`src/rtl/sigma_delta_dac.sv`:
```
// First-order sigma-delta DAC: each accepted code plays for OSR modulator cycles as a
// 1-bit pulse-density stream, with a one-entry holding buffer for gapless playback.
module sigma_delta_dac #(
  parameter int WIDTH = 8,
  parameter int OSR   = 256
) (
  input  logic             clk,
  input  logic             rst,
  input  logic             sample_valid,
  input  logic [WIDTH-1:0] sample_in,
  output logic             sample_ready,
  output logic             dac_out,
  output logic             busy,
  output logic             sample_done
);

  localparam int CNT_W = (OSR > 2) ? $clog2(OSR) : 1;
  localparam logic [CNT_W-1:0] CNT_LAST = CNT_W'(OSR - 1);
  localparam logic [0:0] IDLE = 1'b0;
  localparam logic [0:0] RUN  = 1'b1;

  logic [0:0]       state_q, state_d;
  logic [WIDTH-1:0] cur_q, cur_d;
  logic [WIDTH-1:0] pend_q, pend_d;
  logic             pend_full_q, pend_full_d;
  logic [WIDTH-1:0] acc_q, acc_d;
  logic [CNT_W-1:0] cnt_q, cnt_d;
  logic             dac_q, dac_d;
  logic             busy_q, busy_d;
  logic             done_q, done_d;

  logic [WIDTH:0]   sum;
  logic             accept;
  logic             last;

  assign sample_ready = !pend_full_q;
  assign accept       = sample_valid && !pend_full_q;
  assign last         = (cnt_q == CNT_LAST);
  assign sum          = {1'b0, acc_q} + {1'b0, cur_q};

  assign dac_out     = dac_q;
  assign busy        = busy_q;
  assign sample_done = done_q;

  always_comb begin
    state_d     = state_q;
    cur_d       = cur_q;
    pend_d      = pend_q;
    pend_full_d = pend_full_q;
    acc_d       = acc_q;
    cnt_d       = cnt_q;
    dac_d       = dac_q;
    busy_d      = busy_q;
    done_d      = 1'b0;
    case (state_q)
      IDLE: begin
        dac_d  = 1'b0;
        acc_d  = '0;
        busy_d = 1'b0;
        if (accept) begin
          cur_d   = sample_in;
          cnt_d   = '0;
          state_d = RUN;
          busy_d  = 1'b1;
        end
      end
      RUN: begin
        dac_d = sum[WIDTH];
        acc_d = sum[WIDTH-1:0];
        cnt_d = cnt_q + CNT_W'(1);
        if (!last) begin
          if (accept) begin
            pend_d      = sample_in;
            pend_full_d = 1'b1;
          end
        end else begin
          // Window boundary: acc carries over so back-to-back windows stay exact.
          done_d = 1'b1;
          cnt_d  = '0;
          if (pend_full_q) begin
            cur_d       = pend_q;
            pend_full_d = 1'b0;
          end else if (accept) begin
            cur_d = sample_in;
          end else begin
            state_d = IDLE;
            busy_d  = 1'b0;
            acc_d   = '0;
          end
        end
      end
      default: state_d = IDLE;
    endcase
  end

  always_ff @(posedge clk) begin
    if (!rst) begin
      state_q     <= IDLE;
      cur_q       <= '0;
      pend_q      <= '0;
      pend_full_q <= 1'b0;
      acc_q       <= '0;
      cnt_q       <= '0;
      dac_q       <= 1'b0;
      busy_q      <= 1'b0;
      done_q      <= 1'b0;
    end else begin
      state_q     <= state_d;
      cur_q       <= cur_d;
      pend_q      <= pend_d;
      pend_full_q <= pend_full_d;
      acc_q       <= acc_d;
      cnt_q       <= cnt_d;
      dac_q       <= dac_d;
      busy_q      <= busy_d;
      done_q      <= done_d;
    end
  end

endmodule

```
`config.mk`:
```
export PLATFORM = sky130hd
export DESIGN_NAME = sigma_delta_dac
export DESIGN_NICKNAME = d
export VERILOG_FILES = /design/src/rtl/sigma_delta_dac.sv
export SDC_FILE = /design/constraint.sdc
export NUM_CORES = 1
export LEC_CHECK = 0
export ABC_AREA = 0
export BUFFER_PORTS_ARGS = -buffer_cell sky130_fd_sc_hd__buf_2
export CORE_MARGIN = 2
export CORE_UTILIZATION = 30
export CTS_CLUSTER_SIZE = 24
export DETAILED_ROUTE_END_ITERATION = 10
export GPL_TIMING_DRIVEN = 0
export PLACE_DENSITY = 0.54
export SKIP_CTS_REPAIR_TIMING = 1
export SYNTH_ARGS = -nofsm -noshare
export SYNTH_HDL_FRONTEND = slang
export SYNTH_SLANG_ARGS = --single-unit
export TNS_END_PERCENT = 20
```
`constraint.sdc`:
```
create_clock -name clk -period 2.6 [get_ports clk]
set_clock_uncertainty 0.15 [all_clocks]
set_input_delay 0.26 -clock clk [delete_from_list [all_inputs] [get_ports clk]]
set_output_delay 0.26 -clock clk [all_outputs]
set_load 0.005 [all_outputs]
```
==> results by group, run 1 <==
Detailed routing
  – Routed Antenna Nets: 0
  – WL final: 4073 µm
  – Vias/cell: 5.027
  – DRT iter0 DRCs: 81
  – WL/cell: 13.62 µm
  – Residual DRC: 0
  – Pre-antenna DRT Iters: 4
  – Vias: 1,503

Timing
  – Final hold viol count: 0
  – Slew HR: 0.6185
  – Tightest Pin Transition: 0.5695 ns
  – Fin. max-slew vios: 0
  – Final setup vio count: 0
  – F_max: 0.4657 GHz
  – Worst setup margin: 0.4526 ns
  – Setup TNS: 0 ns
  – Final hold slack: 0.06271 ns
  – Final worst-path cycle share: 0.8259
  – RSZ-0062 raised after global routing: no
  – Post-layout min period: 2.147 ns

Yosys
  – Syn nets: 221
  – Syn Std Cell Area: 1902 µm²
  – Seq/Total Area, Yosys: 0.3895
  – Synth warn: 0
  – Flops & latches, synth: 37
  – Async SR Flop Fraction: 0
  – Cells after synthesis: 200
  – EDFF count, synth: 0
  – Main flop type after synthesis: dfxtp_1
  – Synth cell types: 44
  – Syn avg cell area: 9.509 µm²

Floorplan
  – Core Area: 6241 µm²
  – Top Ports: 15
  – Die Height: 83.62 µm
  – Site Rows: 29
  – Initial Utilization: 0.3047
  – DIE WIDTH: 83.62 µm
  – Total die area: 6992 µm²

Clock network
  – Max Root-Sink Buffers: 2
  – Root buffer cell: clkbuf_8
  – Worst-path clk slew: 0.07 ns
  – Clock sink count: 37
  – Total CTS buffers: 5
  – Clk_lat worst skew: 0.29 ns
  – TritonCTS clock tree: done
  – Htree depth: 2

Finish
  – Layout cells sized above 1: 0.1577
  – Antenna Cells: 0
  – Commonest non-fill, non-tap cell in the layout: dfxtp_1
  – Commonest non-fill, non-tap cells in the layout: dfxtp_1 (37), nor2_1 (29), buf_2 (16), inv_1 (10), mux2i_1 (10)
  – Area grow syn2layout: 13.09%
  – Fillers: 690
  – Final Net Count: 242

Power and ir drop
  – Peak VDD IR: 0.1958 mV
  – Pwr/cell area: 554.0 nW/µm²
  – Leak: 0.9179 nW

Worst setup path
  – Worst path cell trace: ha_1 -> fa_1 -> a211oi_1 -> o21bai_1 -> a211o_1 -> and3_1
  – CP Class: reg -> reg
  – Crit path launch type: register
  – Worst path buffer plus inverter count: 0
  – Cell family with most CP delay: compound AO/OA/AOI/OAI gates
  – Largest stage delay on the critical path: 0.43 ns
  – CP max FO: 3
  – CP Capture Type: register
  – WP data required: 2.64 ns
  – Worst Path Arrival: 2.19 ns
  – Critical-path top delay cell: fa_1

Global routing
  – First-pass GRT wire length: 6810 µm
  – Vias in the first global route: 1,394
  – Largest net degree at the start of global routing: 12
  – Grt ovf: 0
  – Initial antenna violation count: 0
  – Global-route usage over all layers: 0.1213

Run status
  – Status: finished clean

Worst hold path
  – Hold WC Path Type: in -> reg

Placement
  – Routability cong.: 0.7580
  – Pre-CTS setup slack: 0.4734 ns
  – Number of port buffers: 14
  – HPWL Detailed: 2954 µm

Flow run
  – Max Cap Viol: 0
worst reg2reg max path: stages (launching register included):
cell      delay (ns)
dfxtp_1         0.32
ha_1            0.23
fa_1            0.43
a211oi_1        0.32
o21bai_1        0.13
a211o_1         0.29
and3_1          0.17
cells in the mapped netlist (2+ instances only):
library cell,n,share of area
a211o_1,2,0.0092
nand2_1,9,0.018
nor2_1,29,0.057
a211oi_1,7,0.028
inv_1,10,0.020
nand2b_1,2,0.0066
and2_1,3,0.0099
buf_2,2,0.0053
nand3_1,3,0.0079
a21oi_1,8,0.021
a21o_1,4,0.016
clkbuf_8,4,0.029
a311oi_1,2,0.0092
mux2i_1,10,0.053
o21bai_1,2,0.0079
and3_2,2,0.0079
and4_1,2,0.0092
dfxtp_1,37,0.39
o21ai_0,9,0.024
nor3_1,3,0.0079
buf_6,2,0.012
o221a_1,8,0.047
a32oi_1,8,0.037
ha_1,9,0.059
a31oi_1,4,0.013
layout make-up:
class | count | area, µm² | area share
Clock buffer | 6 | 72.57 | 0.03374
Inverter | 11 | 41.29 | 0.01920
Multi-Input combinational cell | 143 | 1028 | 0.4782
Sequential cell | 37 | 740.7 | 0.3444
Buffer | 9 | 91.34 | 0.04247
Timing Repair Buffer | 14 | 70.07 | 0.03258
Tap cell | 77 | 96.34 | 0.04479
Clock inverter | 2 | 10.01 | 0.004654
routing by layer:
metal | track usage | up-vias | wire length [µm]
met5 | 0 | - | 0
met4 | 0.04839 | 0 | 72
met3 | 0.03066 | 6 | 131
met2 | 0.1789 | 21 | 1731
met1 | 0.1688 | 690 | 2138
li1 | - | 786 | -
cells by family after synthesis:
group,count (synthesis),share of synthesized area
AOI/OAI and AO/OA,63,0.2678
and+or+nand+nor,59,0.1461
DFF,37,0.3895
buffers and inverters,20,0.06973
muxes,10,0.05263
adders and majority gates,10,0.06974
xor gates and xnor gates,1,0.004606
registers in the layout, summed over array words and instances, names as in the netlist:
name,count
dac_out,1
busy,1
cur_q,8
pend_full_q,1
sample_done,1
cnt_q,8
state_q,1
pend_q,8
acc_q,8
power breakdown:
| group | switching [mW] | leakage (nW) | internal, mW |
|---|---|---|---|
| sequential | 0.0212 | 0.302 | 0.595 |
| clock | 0.207 | 0.0450 | 0.186 |
| combinational | 0.101 | 0.571 | 0.0809 |
metrics by stage:
| step | instances | instance area, µm² | power [mW] | util |
|---|---|---|---|---|
| final | 299 | 2151 | 1.191 | 0.3446 |
| after global routing | 299 | 2151 | 1.259 | 0.3446 |
| after CTS | 299 | 2151 | 1.216 | 0.3446 |
| after detailed placement | 291 | 2068 | 0.8119 | 0.3314 |
| after global placement | 291 | 2068 | 0.8099 | 0.3314 |
| after floorplan | 200 | 1902 | 0.7614 | - |
final timing paths:
| path | from | to | slack (ns) | depth (start not counted) |
|---|---|---|---|---|
| worst max-delay path | cur_q[0] | acc_q[6] | 0.45 | 6 |
| worst min-delay path | sample_in[2] | pend_q[2] | 0.06 | 3 |
| worst max register to register | cur_q[0] | acc_q[6] | 0.45 | 6 |
| worst min register to register | pend_q[2] | pend_q[2] | 0.35 | 2 |
No activity file was read; power rests on OpenSTA's default activity.
==> inputs of run 2 (changes only) <==
==> constraint.sdc (replaced) <==
create_clock -name clk -period 2.05 [get_ports clk]
set_clock_uncertainty 0.15 [all_clocks]
set_input_delay 0.205 -clock clk [delete_from_list [all_inputs] [get_ports clk]]
set_output_delay 0.205 -clock clk [all_outputs]
set_load 0.005 [all_outputs]
==> results by group, run 2 (synthesized netlist as in run 1, its figures left out) <==
Finish
  – Final cell count without fillers: 301
  – Antenna Cells: 0
  – Final Net Count: 244
  – Fillers: 687
  – Area grow syn2layout: 14.74%
  – Storage element area: 742.0 µm²
  – Multi-input logic area: 1044 µm²
  – Utilization of the core after routing: 0.3496
  – Commonest non-fill, non-tap cell in the layout: dfxtp_1
  – Commonest non-fill, non-tap cells in the layout: dfxtp_1 (36), nor2_1 (29), buf_2 (16), inv_1 (10), mux2i_1 (10)
  – Layout cells sized above 1: 0.1875

Floorplan
  – Top Ports: 15
  – Site Rows: 29
  – DIE WIDTH: 83.62 µm
  – Core Area: 6241 µm²
  – Total die area: 6992 µm²
  – Initial Utilization: 0.3047
  – Die Height: 83.62 µm

Worst setup path
  – CP Class: reg -> reg
  – WP data required: 2.09 ns
  – CP Capture Type: register
  – Worst Path Arrival: 2.02 ns
  – CP max FO: 3
  – Crit path launch type: register

Timing
  – Final worst-path cycle share: 0.9655
  – Final setup vio count: 0
  – Final hold viol count: 0
  – Tightest Pin Transition: 0.5692 ns
  – Setup TNS: 0 ns
  – Post-layout min period: 1.979 ns
  – F_max: 0.5052 GHz
  – RSZ-0062 raised after global routing: no
  – Fin. max-slew vios: 0
  – Slew HR: 0.6188

Clock network
  – TritonCTS clock tree: done
  – Clock sink count: 37
  – Htree depth: 2
  – Root buffer cell: clkbuf_8
  – Worst-path clk slew: 0.08 ns
  – Clk_lat worst skew: 0.29 ns
  – Total CTS buffers: 5
  – Max Root-Sink Buffers: 2

Global routing
  – Initial antenna violation count: 0
  – Global-route usage over all layers: 0.1213
  – Largest net degree at the start of global routing: 12
  – Grt ovf: 0
  – Vias in the first global route: 1,394
  – First-pass GRT wire length: 6810 µm

Detailed routing
  – Vias: 1,508
  – DRT iter0 DRCs: 81
  – Vias/cell: 5.010
  – Pre-antenna DRT Iters: 4
  – WL final: 4060 µm
  – Residual DRC: 0
  – Routed Antenna Nets: 0
  – WL/cell: 13.49 µm

Placement
  – Routability cong.: 0.7580
  – Dpl cells: 291
  – Number of port buffers: 14
  – HPWL Detailed: 2954 µm

Run status
  – Status: finished clean

Flow run
  – Max Cap Viol: 0

Power and ir drop
  – Pwr/cell area: 694.8 nW/µm²
  – Peak VDD IR: 0.2494 mV
  – Total chip power: 1.516 mW
  – Leak: 0.9184 nW

Worst hold path
  – Hold WC Path Type: in -> reg
run 2: area by class of cell:
cell class | instances | share of cell area
Clock inverter | 2 | 0.004587
Clock buffer | 6 | 0.03326
Multi-Input combinational cell | 143 | 0.4782
Timing Repair Buffer | 16 | 0.03899
Tap cell | 77 | 0.04415
Buffer | 9 | 0.04186
Sequential cell | 37 | 0.3400
Inverter | 11 | 0.01892
run 2: final timing paths:
check / startpoint / to / slack [ns] / cells after the start
hold reg to reg: pend_q[6] / pend_q[6] / 0.35 / 2
setup / recovery: cur_q[0] / acc_q[6] / 0.07 / 6
setup reg to reg: cur_q[0] / acc_q[6] / 0.07 / 6
hold / removal: sample_in[2] / pend_q[2] / 0.008 / 3
run 2: routing by layer:
metal | global-route usage | wire, µm | vias to the layer above
met1 | 0.1688 | 2103 | 680
met5 | 0 | 0 | -
li1 | - | - | 789
met2 | 0.1789 | 1691 | 33
met3 | 0.03066 | 192 | 6
met4 | 0.04839 | 73 | 0
run 2: power by group:
| group | internal (mW) | switching [mW] | total, mW |
|---|---|---|---|
| clock | 0.236 | 0.262 | 0.498 |
| sequential | 0.756 | 0.0271 | 0.783 |
| combinational | 0.106 | 0.129 | 0.235 |
run 2: through the flow:
| step | setup WS (ns) | area (µm²) | hold WS, ns |
|---|---|---|---|
| 2_1_floorplan | 0.05821 | 1902 | 0.1989 |
| 3_5_place_dp | -0.07662 | 2068 | 0.3135 |
| 4_1_cts | -0.1035 | 2151 | 0.001059 |
| 3_3_place_gp | -0.06774 | 2068 | 0.3079 |
| 5_1_grt | 0.001515 | 2182 | 0.03053 |
| 6_report | 0.07068 | 2182 | 0.007895 |
run 2: worst max-delay path, cell delays in order (launching register included):
cell	delay [ns]
dfxtp_2	0.33
ha_2	0.19
fa_2	0.39
a211oi_2	0.27
o21bai_1	0.09
a211o_1	0.29
and3_1	0.17
==> inputs of run 3 (changes only) <==
--- a/config.mk
+++ b/config.mk
@@ -13,6 +13,7 @@
 export DETAILED_ROUTE_END_ITERATION = 10
 export GPL_TIMING_DRIVEN = 0
 export PLACE_DENSITY = 0.54
+export SETUP_SLACK_MARGIN = 0.1
 export SKIP_CTS_REPAIR_TIMING = 1
 export SYNTH_ARGS = -nofsm -noshare
 export SYNTH_HDL_FRONTEND = slang
==> results by group, run 3 (synthesized netlist as in run 1, its figures left out) <==
Global routing
  – First-pass GRT wire length: 6996 µm
  – Grt ovf: 0
  – Global-route usage over all layers: 0.1229
  – Initial antenna violation count: 0
  – Largest net degree at the start of global routing: 12
  – Vias in the first global route: 1,445

Detailed routing
  – Pre-antenna DRT Iters: 4
  – DRT iter0 DRCs: 50
  – Residual DRC: 0
  – Vias/cell: 5.007
  – WL/cell: 13.60 µm
  – WL final: 4093 µm
  – Routed Antenna Nets: 0
  – Vias: 1,507

Power and ir drop
  – Peak VDD IR: 0.3157 mV
  – Total chip power: 1.683 mW
  – Leak: 0.9438 nW
  – Pwr/cell area: 751.6 nW/µm²

Timing
  – Worst setup margin: 0.05253 ns
  – Post-layout min period: 1.997 ns
  – Final hold viol count: 0
  – Slew HR: 0.7043
  – Fin. max-slew vios: 0
  – Final worst-path cycle share: 0.9744
  – F_max: 0.5006 GHz
  – RSZ-0062 raised after global routing: yes
  – Final hold slack: 0.01553 ns
  – Final setup vio count: 0
  – Tightest Pin Transition: 0.4436 ns

Floorplan
  – Die Height: 83.62 µm
  – Site Rows: 29
  – DIE WIDTH: 83.62 µm
  – Initial Utilization: 0.3047
  – Top Ports: 15
  – Core Area: 6241 µm²
  – Total die area: 6992 µm²

Worst setup path
  – CP Capture Type: register
  – CP max FO: 3
  – CP Class: reg -> reg
  – Cell family with most CP delay: adder cells
  – Worst path buffer plus inverter count: 0
  – Worst Path Arrival: 2.04 ns
  – WP data required: 2.09 ns
  – Crit path launch type: register
  – Largest stage delay on the critical path: 0.39 ns
  – Worst path cell trace: ha_1 -> fa_2 -> a211oi_2 -> o21bai_1 -> a211o_1 -> and3_1
  – Critical-path top delay cell: fa_2

Clock network
  – Clk_lat worst skew: 0.29 ns
  – Max Root-Sink Buffers: 2
  – Root buffer cell: clkbuf_8
  – Worst-path clk slew: 0.08 ns
  – Total CTS buffers: 5
  – TritonCTS clock tree: done
  – Htree depth: 2
  – Clock sink count: 37

Finish
  – Area grow syn2layout: 17.76%
  – Layout cells sized above 1: 0.1875
  – Antenna Cells: 0
  – Commonest non-fill, non-tap cells in the layout: dfxtp_1 (36), nor2_1 (29), buf_2 (16)
  – Commonest non-fill, non-tap cell in the layout: dfxtp_1
  – Final Net Count: 244

Placement
  – Pre-CTS setup slack: -0.009981 ns
  – Routability cong.: 0.7616
  – HPWL Detailed: 2938 µm
  – Number of port buffers: 14

Flow run
  – Max Cap Viol: 0

Worst hold path
  – Hold WC Path Type: in -> reg

Run status
  – Status: finished clean
## run 3: final cells by class
type	count	area [µm²]
Fill cell	667	4001
Multi-Input combinational cell	143	1055
Sequential cell	37	742.0
Timing Repair Buffer	16	97.59
Tap cell	77	96.34
Buffer	9	91.34
Clock buffer	7	86.33
Inverter	11	41.29
Clock inverter	1	30.03
## run 3: where the power goes
part / switching (mW) / internal [mW]
combinational: 0.129 / 0.111
clock: 0.262 / 0.397
sequential: 0.0282 / 0.755
## run 3: layer usage
layer,wire length [µm],global-route usage,vias up
li1,-,-,787
met1,2178,0.1712,684
met4,62,0.03959,0
met3,134,0.03066,6
met2,1718,0.1862,30
met5,0,0,-
## run 3: through the flow
step	cell area, µm²	util	setup TNS (ns)	std cells
6_report	2240	0.3589	0	301
5_1_grt	2240	0.3589	-0.0004783	301
4_1_cts	2190	0.3508	-0.02493	299
3_5_place_dp	2073	0.3322	-0.009981	291
3_3_place_gp	2073	0.3322	0	291
2_1_floorplan	1907	-	0	200
## run 3: tightest hold or removal path, stage by stage
cell	delay [ns]
buf_2	0.09
mux2i_1	0.05
nor2_1	0.07
## run 3: worst paths after layout
path,depth (start not counted),endpoint,slack (ns),from
max,6,acc_q[6],0.05,cur_q[0]
min,3,pend_q[6],0.02,sample_in[6]
max reg2reg,6,acc_q[6],0.05,cur_q[0]
min reg2reg,2,pend_q[2],0.35,pend_q[2]
